--- src/rtl/hq_pkg.sv ---
// Shared types and defaults for the HaveQuick time-of-day framer.
// Latency: n/a (declarations only).
// Backpressure: n/a.
package hq_pkg;

    // Frame sequencer states; ST_PAR is only reachable when parity is built in.
    typedef enum logic [1:0] {
        ST_IDLE = 2'd0,
        ST_SYNC = 2'd1,
        ST_DATA = 2'd2,
        ST_PAR  = 2'd3
    } hq_state_e;

    // Manchester polarity: normal sends a 1 as high-then-low.
    localparam logic MANCH_POL_NORMAL = 1'b0;
    localparam logic MANCH_POL_INVERT = 1'b1;

    // Default HaveQuick sync pattern.
    localparam logic [15:0] HQ_SYNC_WORD_DEF = 16'hEB90;

    // Default payload is {week number[9:0], time-of-week seconds[19:0]}.
    localparam int HQ_WN_W          = 10;
    localparam int HQ_TOW_W         = 20;
    localparam int HQ_PAYLOAD_W_DEF = HQ_WN_W + HQ_TOW_W;

endpackage

--- src/rtl/hq_bit_timer.sv ---
// Half-bit timer: strobes once per Manchester half-bit and once per full bit.
// Latency: strobes are combinational from the registered counter; clear takes effect next cycle.
// Backpressure: none; free-runs while enabled.
module hq_bit_timer #(
    parameter int HALF_BIT_CYCLES = 41667
) (
    input  logic clk,
    input  logic rst,
    input  logic clr,
    input  logic en,
    output logic half_strobe,
    output logic bit_strobe
);

    localparam int              CW   = $clog2(HALF_BIT_CYCLES);
    localparam logic [CW-1:0]   LAST = CW'(HALF_BIT_CYCLES - 1);

    logic [CW-1:0] cnt_q, cnt_d;
    logic          phase_q, phase_d;

    // Wrap of the counter ends a half-bit; a wrap in the second half ends the bit.
    assign half_strobe = en && (cnt_q == LAST);
    assign bit_strobe  = half_strobe && phase_q;

    // Next counter and phase values.
    always_comb begin
        cnt_d   = cnt_q;
        phase_d = phase_q;
        if (clr) begin
            cnt_d   = '0;
            phase_d = 1'b0;
        end else if (en) begin
            cnt_d   = half_strobe ? '0 : cnt_q + 1'b1;
            phase_d = phase_q ^ half_strobe;
        end
    end

    // Counter and phase registers.
    always_ff @(posedge clk) begin
        if (rst) begin
            cnt_q   <= '0;
            phase_q <= 1'b0;
        end else begin
            cnt_q   <= cnt_d;
            phase_q <= phase_d;
        end
    end

endmodule

--- src/rtl/hq_manchester_framer.sv ---
// HaveQuick ToD framer: sync word + payload (+ even parity when HQ_PARITY_EN is defined), Manchester coded, MSB first.
// Latency: line carries the first sync half-bit the cycle after start is accepted; done pulses the cycle after the last half-bit.
// Backpressure: none; start while busy is dropped and reported on overrun the following cycle.
module hq_manchester_framer
    import hq_pkg::*;
#(
    parameter int                HALF_BIT_CYCLES = 41667,
    parameter int                SYNC_W          = 16,
    parameter logic [SYNC_W-1:0] SYNC_WORD       = SYNC_W'(HQ_SYNC_WORD_DEF),
    parameter int                PAYLOAD_W       = HQ_PAYLOAD_W_DEF,
    parameter logic              MANCH_POL       = MANCH_POL_NORMAL,
    parameter logic              IDLE_LEVEL      = 1'b0
) (
    input  logic                 clk,
    input  logic                 rst,
    input  logic                 start,
    input  logic [PAYLOAD_W-1:0] payload,
    output logic                 busy,
    output logic                 done,
    output logic                 overrun,
    output logic                 manchester_out
);

    localparam int             BCW       = $clog2(SYNC_W + PAYLOAD_W + 2);
    localparam logic [BCW-1:0] SYNC_LAST = BCW'(SYNC_W - 1);
    localparam logic [BCW-1:0] DATA_LAST = BCW'(SYNC_W + PAYLOAD_W - 1);

    hq_state_e            state_q, state_d;
    logic [SYNC_W-1:0]    sync_q, sync_d;
    logic [PAYLOAD_W-1:0] data_q, data_d;
    logic [BCW-1:0]       bit_cnt_q, bit_cnt_d;
    logic                 busy_q, busy_d;
    logic                 done_q, done_d;
    logic                 ovr_q, ovr_d;
    logic                 manch_q, manch_d;
    logic                 next_bit;
    logic                 timer_clr;
    logic                 half_strobe, bit_strobe;
`ifdef HQ_PARITY_EN
    logic                 par_q, par_d;
`endif

    hq_bit_timer #(
        .HALF_BIT_CYCLES(HALF_BIT_CYCLES)
    ) u_timer (
        .clk        (clk),
        .rst        (rst),
        .clr        (timer_clr),
        .en         (state_q != ST_IDLE),
        .half_strobe(half_strobe),
        .bit_strobe (bit_strobe)
    );

    // Sequencer: accept/overrun, shifter advance, and the next registered line level.
    always_comb begin
        state_d   = state_q;
        sync_d    = sync_q;
        data_d    = data_q;
        bit_cnt_d = bit_cnt_q;
        busy_d    = busy_q;
        done_d    = 1'b0;
        ovr_d     = 1'b0;
        manch_d   = manch_q;
        next_bit  = 1'b0;
        timer_clr = 1'b0;
`ifdef HQ_PARITY_EN
        par_d     = par_q;
`endif
        if (state_q == ST_IDLE) begin
            if (start) begin
                state_d   = ST_SYNC;
                sync_d    = SYNC_WORD;
                data_d    = payload;
                bit_cnt_d = '0;
                busy_d    = 1'b1;
                timer_clr = 1'b1;
                manch_d   = SYNC_WORD[SYNC_W-1] ^ MANCH_POL;
`ifdef HQ_PARITY_EN
                par_d     = ^payload;
`endif
            end
        end else begin
            ovr_d = start;
            // End of the first half: the line flips to the complementary level.
            if (half_strobe && !bit_strobe) begin
                manch_d = ~manch_q;
            end
            if (bit_strobe) begin
                bit_cnt_d = bit_cnt_q + 1'b1;
                case (state_q)
                    ST_SYNC: begin
                        sync_d = sync_q << 1;
                        if (bit_cnt_q == SYNC_LAST) begin
                            state_d = ST_DATA;
                        end
                    end
                    ST_DATA: begin
                        data_d = data_q << 1;
                        if (bit_cnt_q == DATA_LAST) begin
`ifdef HQ_PARITY_EN
                            state_d = ST_PAR;
`else
                            state_d = ST_IDLE;
                            busy_d  = 1'b0;
                            done_d  = 1'b1;
`endif
                        end
                    end
`ifdef HQ_PARITY_EN
                    ST_PAR: begin
                        state_d = ST_IDLE;
                        busy_d  = 1'b0;
                        done_d  = 1'b1;
                    end
`endif
                    default: begin
                        state_d = ST_IDLE;
                        busy_d  = 1'b0;
                    end
                endcase
                // Level for the first half of whichever bit comes next.
                case (state_d)
                    ST_SYNC: next_bit = sync_d[SYNC_W-1];
                    ST_DATA: next_bit = data_d[PAYLOAD_W-1];
`ifdef HQ_PARITY_EN
                    ST_PAR:  next_bit = par_q;
`endif
                    default: next_bit = 1'b0;
                endcase
                manch_d = (state_d == ST_IDLE) ? IDLE_LEVEL : (next_bit ^ MANCH_POL);
            end
        end
    end

    // State and output registers; reset aborts any frame and discards its payload.
    always_ff @(posedge clk) begin
        if (rst) begin
            state_q   <= ST_IDLE;
            sync_q    <= '0;
            data_q    <= '0;
            bit_cnt_q <= '0;
            busy_q    <= 1'b0;
            done_q    <= 1'b0;
            ovr_q     <= 1'b0;
            manch_q   <= IDLE_LEVEL;
`ifdef HQ_PARITY_EN
            par_q     <= 1'b0;
`endif
        end else begin
            state_q   <= state_d;
            sync_q    <= sync_d;
            data_q    <= data_d;
            bit_cnt_q <= bit_cnt_d;
            busy_q    <= busy_d;
            done_q    <= done_d;
            ovr_q     <= ovr_d;
            manch_q   <= manch_d;
`ifdef HQ_PARITY_EN
            par_q     <= par_d;
`endif
        end
    end

    assign busy           = busy_q;
    assign done           = done_q;
    assign overrun        = ovr_q;
    assign manchester_out = manch_q;

endmodule

--- config.mk ---
export PLATFORM = sky130hd
export DESIGN_NAME = hq_manchester_framer
export DESIGN_NICKNAME = d
export VERILOG_FILES = /design/src/rtl/hq_pkg.sv /design/src/rtl/hq_bit_timer.sv /design/src/rtl/hq_manchester_framer.sv
export SDC_FILE = /design/constraint.sdc
export NUM_CORES = 1
export LEC_CHECK = 0
export ABC_AREA = 1
export BUFFER_PORTS_ARGS = -buffer_cell sky130_fd_sc_hd__buf_2
export CORE_ASPECT_RATIO = 1.4
export CORE_MARGIN = 1
export CORE_UTILIZATION = 25
export CTS_CLUSTER_SIZE = 25
export DETAILED_ROUTE_END_ITERATION = 16
export PLACE_DENSITY = 0.48
export SLEW_MARGIN = 30
export SYNTH_ARGS = -nofsm -noshare
export SYNTH_HDL_FRONTEND = slang
export SYNTH_SLANG_ARGS = --single-unit
--- constraint.sdc ---
create_clock -name clk -period 3.2 [get_ports clk]
set_clock_uncertainty 0.2 [all_clocks]
set_input_delay 0 -clock clk [delete_from_list [all_inputs] [get_ports clk]]
set_output_delay 0 -clock clk [all_outputs]
set_load 0.01 [all_outputs]
==> results.md <==
* Vias in the first global route at around 3200
* Commonest cells in the netlist: 98 x nand2_1, 74 x dfxtp_1, 52 x nand3_1, 46 x o21ai_0, 42 x nor2_1
* Antenna violations before repair at 0
* Worst Setup EP: data_q[0]
* Initial drt markers at about 150
* Setup Viol. Count Final at 0
* Antenna Nets Post-Route at 0
* R2r endpoint: data_q[0]
* Reg2Reg Setup Slack at roughly 0.27 ns
* Syn avg cell area at 7.19 um2
* Hold Crit Class: flip-flop to flip-flop
* FF-to-FF Start: state_q[0]
* Slew @ Worst Pin at around 0.55 ns
* Core area at between 10000 and 15000 um2
* GRT overflow at 0
* Final hold vios at 0
* Final Max Tran Viols at 0
* Die W at roughly 100 um
* Finished layout cell area at between 4000 and 5000 um2
* Worst-path fanout max at 57
* Fmax at approximately 340 MHz
* Seq pwr share at between 40% and 50%
* EDFF count, synth at 0
* Max cap viols at 0
* Reg2Reg Depth at 14
* Final nets at between 500 and 600
* Synthesized cell area at approximately 3500 um2
* P_int at 1.79 mW
* Layout cells sized above 1 at ~13%
* Worst Setup SP: state_q[0]
* Die H at roughly 140 um
* Comb pwr share at approximately a tenth
* Crit path arrival time at around 3.0 ns
* Status: finished, final reports clean
* Row cnt at 50
* First-pass GRT wire length at between 10000 and 15000 um
* P&R area growth vs syn at 29.9%
* Worst path max stage delay at approximately 0.57 ns
* Switching Share at between 20% and 30%
* Via density per instance at roughly 4.6
* P_leak at about 1.8 nW
* Largest area contributor in the netlist: dfxtp_1
* GP Congestion at between 0.7 and 0.8
* Starting Density at between 20 and 30%
* IO Port Bufs at 36
* Clk pwr share at between 40 and 50%
* Largest net degree at the start of global routing at between 50 and 60
* Critical path type: flip-flop to flip-flop
* Crit path capture type: flip-flop
* I/O pin total at 37
* Detailed-route via count at 3364
* Fillers at between 1000 and 1500
* DR pass1 iterations at 4
* Max transition margin at 63.3%
* Sequential-to-total area share from yosys stat at 42.8%
* Clk buf depth at 2
* Total GRT Usage at roughly an eighth
* Area contributors post-synth: dfxtp_1 43%, nand2_1 11%, nand3_1 7.5%
* Mapped Nets at 526
* Placed cell area at 3800 um2
* Maximum vdd ir drop at roughly 0.00026 V
* Fin crit period at around 2.9 ns
* H-tree depth at 3
* CTS tree: done
* Required time of the critical path at 3.22 ns
* DR WL/cell at between 10 and 15 um
* Cts bufs inserted at 9
* Worst-Skew Late Latency at between 0.3 and 0.4 ns
* Root Buffer Master: clkbuf_16
* RSZ-0062 raised after global routing: false
* Predominant post-synthesis flop cell: dfxtp_1
* TNS Setup at 0 ns
* Antenna diode count at 0
* Warnings, synthesis at 0
* Worst-path cell chain: inv_1 > ha_1 > nor2_1 > nand2_1 > nor2_1 > nand2_1 > inv_1 > ha_1 > nand2_2 > o21ai_4 > buf_12 > or2_1 > a21oi_1 > dlygate4sd3_1
* Cell count after synthesis at between 400 and 500
* Slowest cell on crit path: dlygate4sd3_1
* CTS sink count at 74
* FF+latch count, synth at between 70 and 80
* Reg clk slew, reported paths at around 0.06 ns
* Post-synth top area share at 42.8%
* Setup crit start kind: flip-flop
* Number of setup buffers added after CTS at 0
* Pwr dens at between 500 and 600 nW/um2
* Final period utilization at ~92%
* Cell with the most instances after synthesis: nand2_1
* Total die area at around 14000 um2
* P_sw at 548 uW
* Post-route DRC at 0
* Post-synth cell types at 33
* DP HPWL at around 6000 um
* Asr flop ratio synth at 0%
* Final WL at 8700 um
==> layer usage <==
| metal | global-route usage, % | part of all wire (%) | vias up |
|---|---|---|---|
| met1 | 15.3 | 46 | 1558 |
| met5 | 0 | 0 | - |
| li1 | - | - | 1743 |
| met2 | 22.2 | 50 | 55 |
| met4 | 5.49 | 1.3 | 0 |
| met3 | 2.38 | 3.0 | 8 |
==> through the flow <==
step           utilization (%)  cells  power [mW]  hold slack (ns)  setup WS (ns)
2_1_floorplan                -    481        1.14          -0.0520          0.974
3_3_place_gp              28.3    681        1.20           0.0824          0.635
3_5_place_dp              28.3    681        1.20           0.0805          0.583
4_1_cts                   33.3    731        2.37            0.261         0.0568
5_1_grt                   33.4    731        2.45            0.274         0.0375
6_report                  33.4    731        2.34            0.260          0.269
==> cells by family (layout without fill, tap and decap cells) <==
logic type / Yosys count / after routing / share of synthesized area, %
compound gates: 107 / 107 / 17.0
xor+xnor: 2 / 2 / 0.506
fa+ha+maj: 12 / 12 / 4.34
buf+inv: 66 / 134 / 7.81
flops: 74 / 74 / 42.8
simple gates: 220 / 220 / 27.5
==> cell type report <==
cell class / count / area (um2) / area share, %
multi-input combinational: 341 / 1720 / 38.2
sequential: 74 / 1480 / 33.0
timing repair buffer: 75 / 571 / 12.7
clock buffer: 11 / 253 / 5.62
tap: 182 / 228 / 5.07
inverter: 43 / 161 / 3.59
clock inverter: 5 / 86.3 / 1.92
==> placed cells by master (no fill, tap or decap) <==
master          n
nand4_1         4
o32ai_1         1
nor2_2          1
o21ai_1         2
a22oi_1         1
and3_1          2
buf_12          1
dlygate4sd3_1  34
a31oi_1        28
nor3_1          9
xor2_1          1
buf_4           4
buf_2          36
inv_1          39
clkbuf_8        2
xnor2_1         1
a221oi_1        1
nand3_1        52
or2_2           3
o21ai_4         1
o22ai_1         1
nor3b_1         2
clkbuf_16       9
inv_2           4
dfxtp_1        74
nand2_2         5
or2_1           1
bufinv_16       2
ha_1           12
o21a_1          1
or2_0           1
clkinv_4        3
o21ai_0        46
nor2_1         42
a21oi_1        25
nand2_1        98
==> registers in the layout, indices dropped and copies added (netlist names) <==
name / cells
bit_cnt_q: 6
sync_q: 15
busy: 1
data_q: 30
done: 1
overrun: 1
u_timer.phase_q: 1
manchester_out: 1
u_timer.cnt_q: 16
state_q: 2
==> timing repair <==
action / 4_1_cts / 5_1_grt
resized for setup: 0 / 4
setup endpoints to repair: 0 / 1
hold buffers: 34 / 0
hold endpoints to repair: 48 / 0
==> critical path, delay by kind of cell (launching register included) <==
| kind | cells | cell delay [ns] |
|---|---|---|
| adders and majority gates | 2 | 0.43 |
| and+or+nand+nor | 6 | 0.58 |
| buffers and inverters | 4 | 0.97 |
| AOI/OAI and AO/OA | 2 | 0.21 |
| DFF | 1 | 0.40 |
==> worst min path at each step <==
| stage | from | to | slack (ns) | cells after the start |
|---|---|---|---|---|
| floorplan | payload[0] | data_q[0] | -0.05 | 2 |
| global placement | payload[13] | data_q[13] | 0.08 | 3 |
| detailed placement | payload[13] | data_q[13] | 0.08 | 3 |
| CTS | sync_q[6] | sync_q[6] | 0.26 | 2 |
| global route | sync_q[1] | sync_q[1] | 0.27 | 2 |
| finish | sync_q[6] | sync_q[6] | 0.26 | 2 |
==> power by group through the flow <==
stage               combinational (mW)  sequential (mW)  clock [mW]
floorplan                        0.134             1.01           0
global placement                 0.190             1.01           0
detailed placement               0.192             1.01           0
CTS                              0.225            0.991        1.16
global route                     0.256            0.997        1.19
finish                           0.225            0.991        1.12
(Power assumes the default switching activity.)
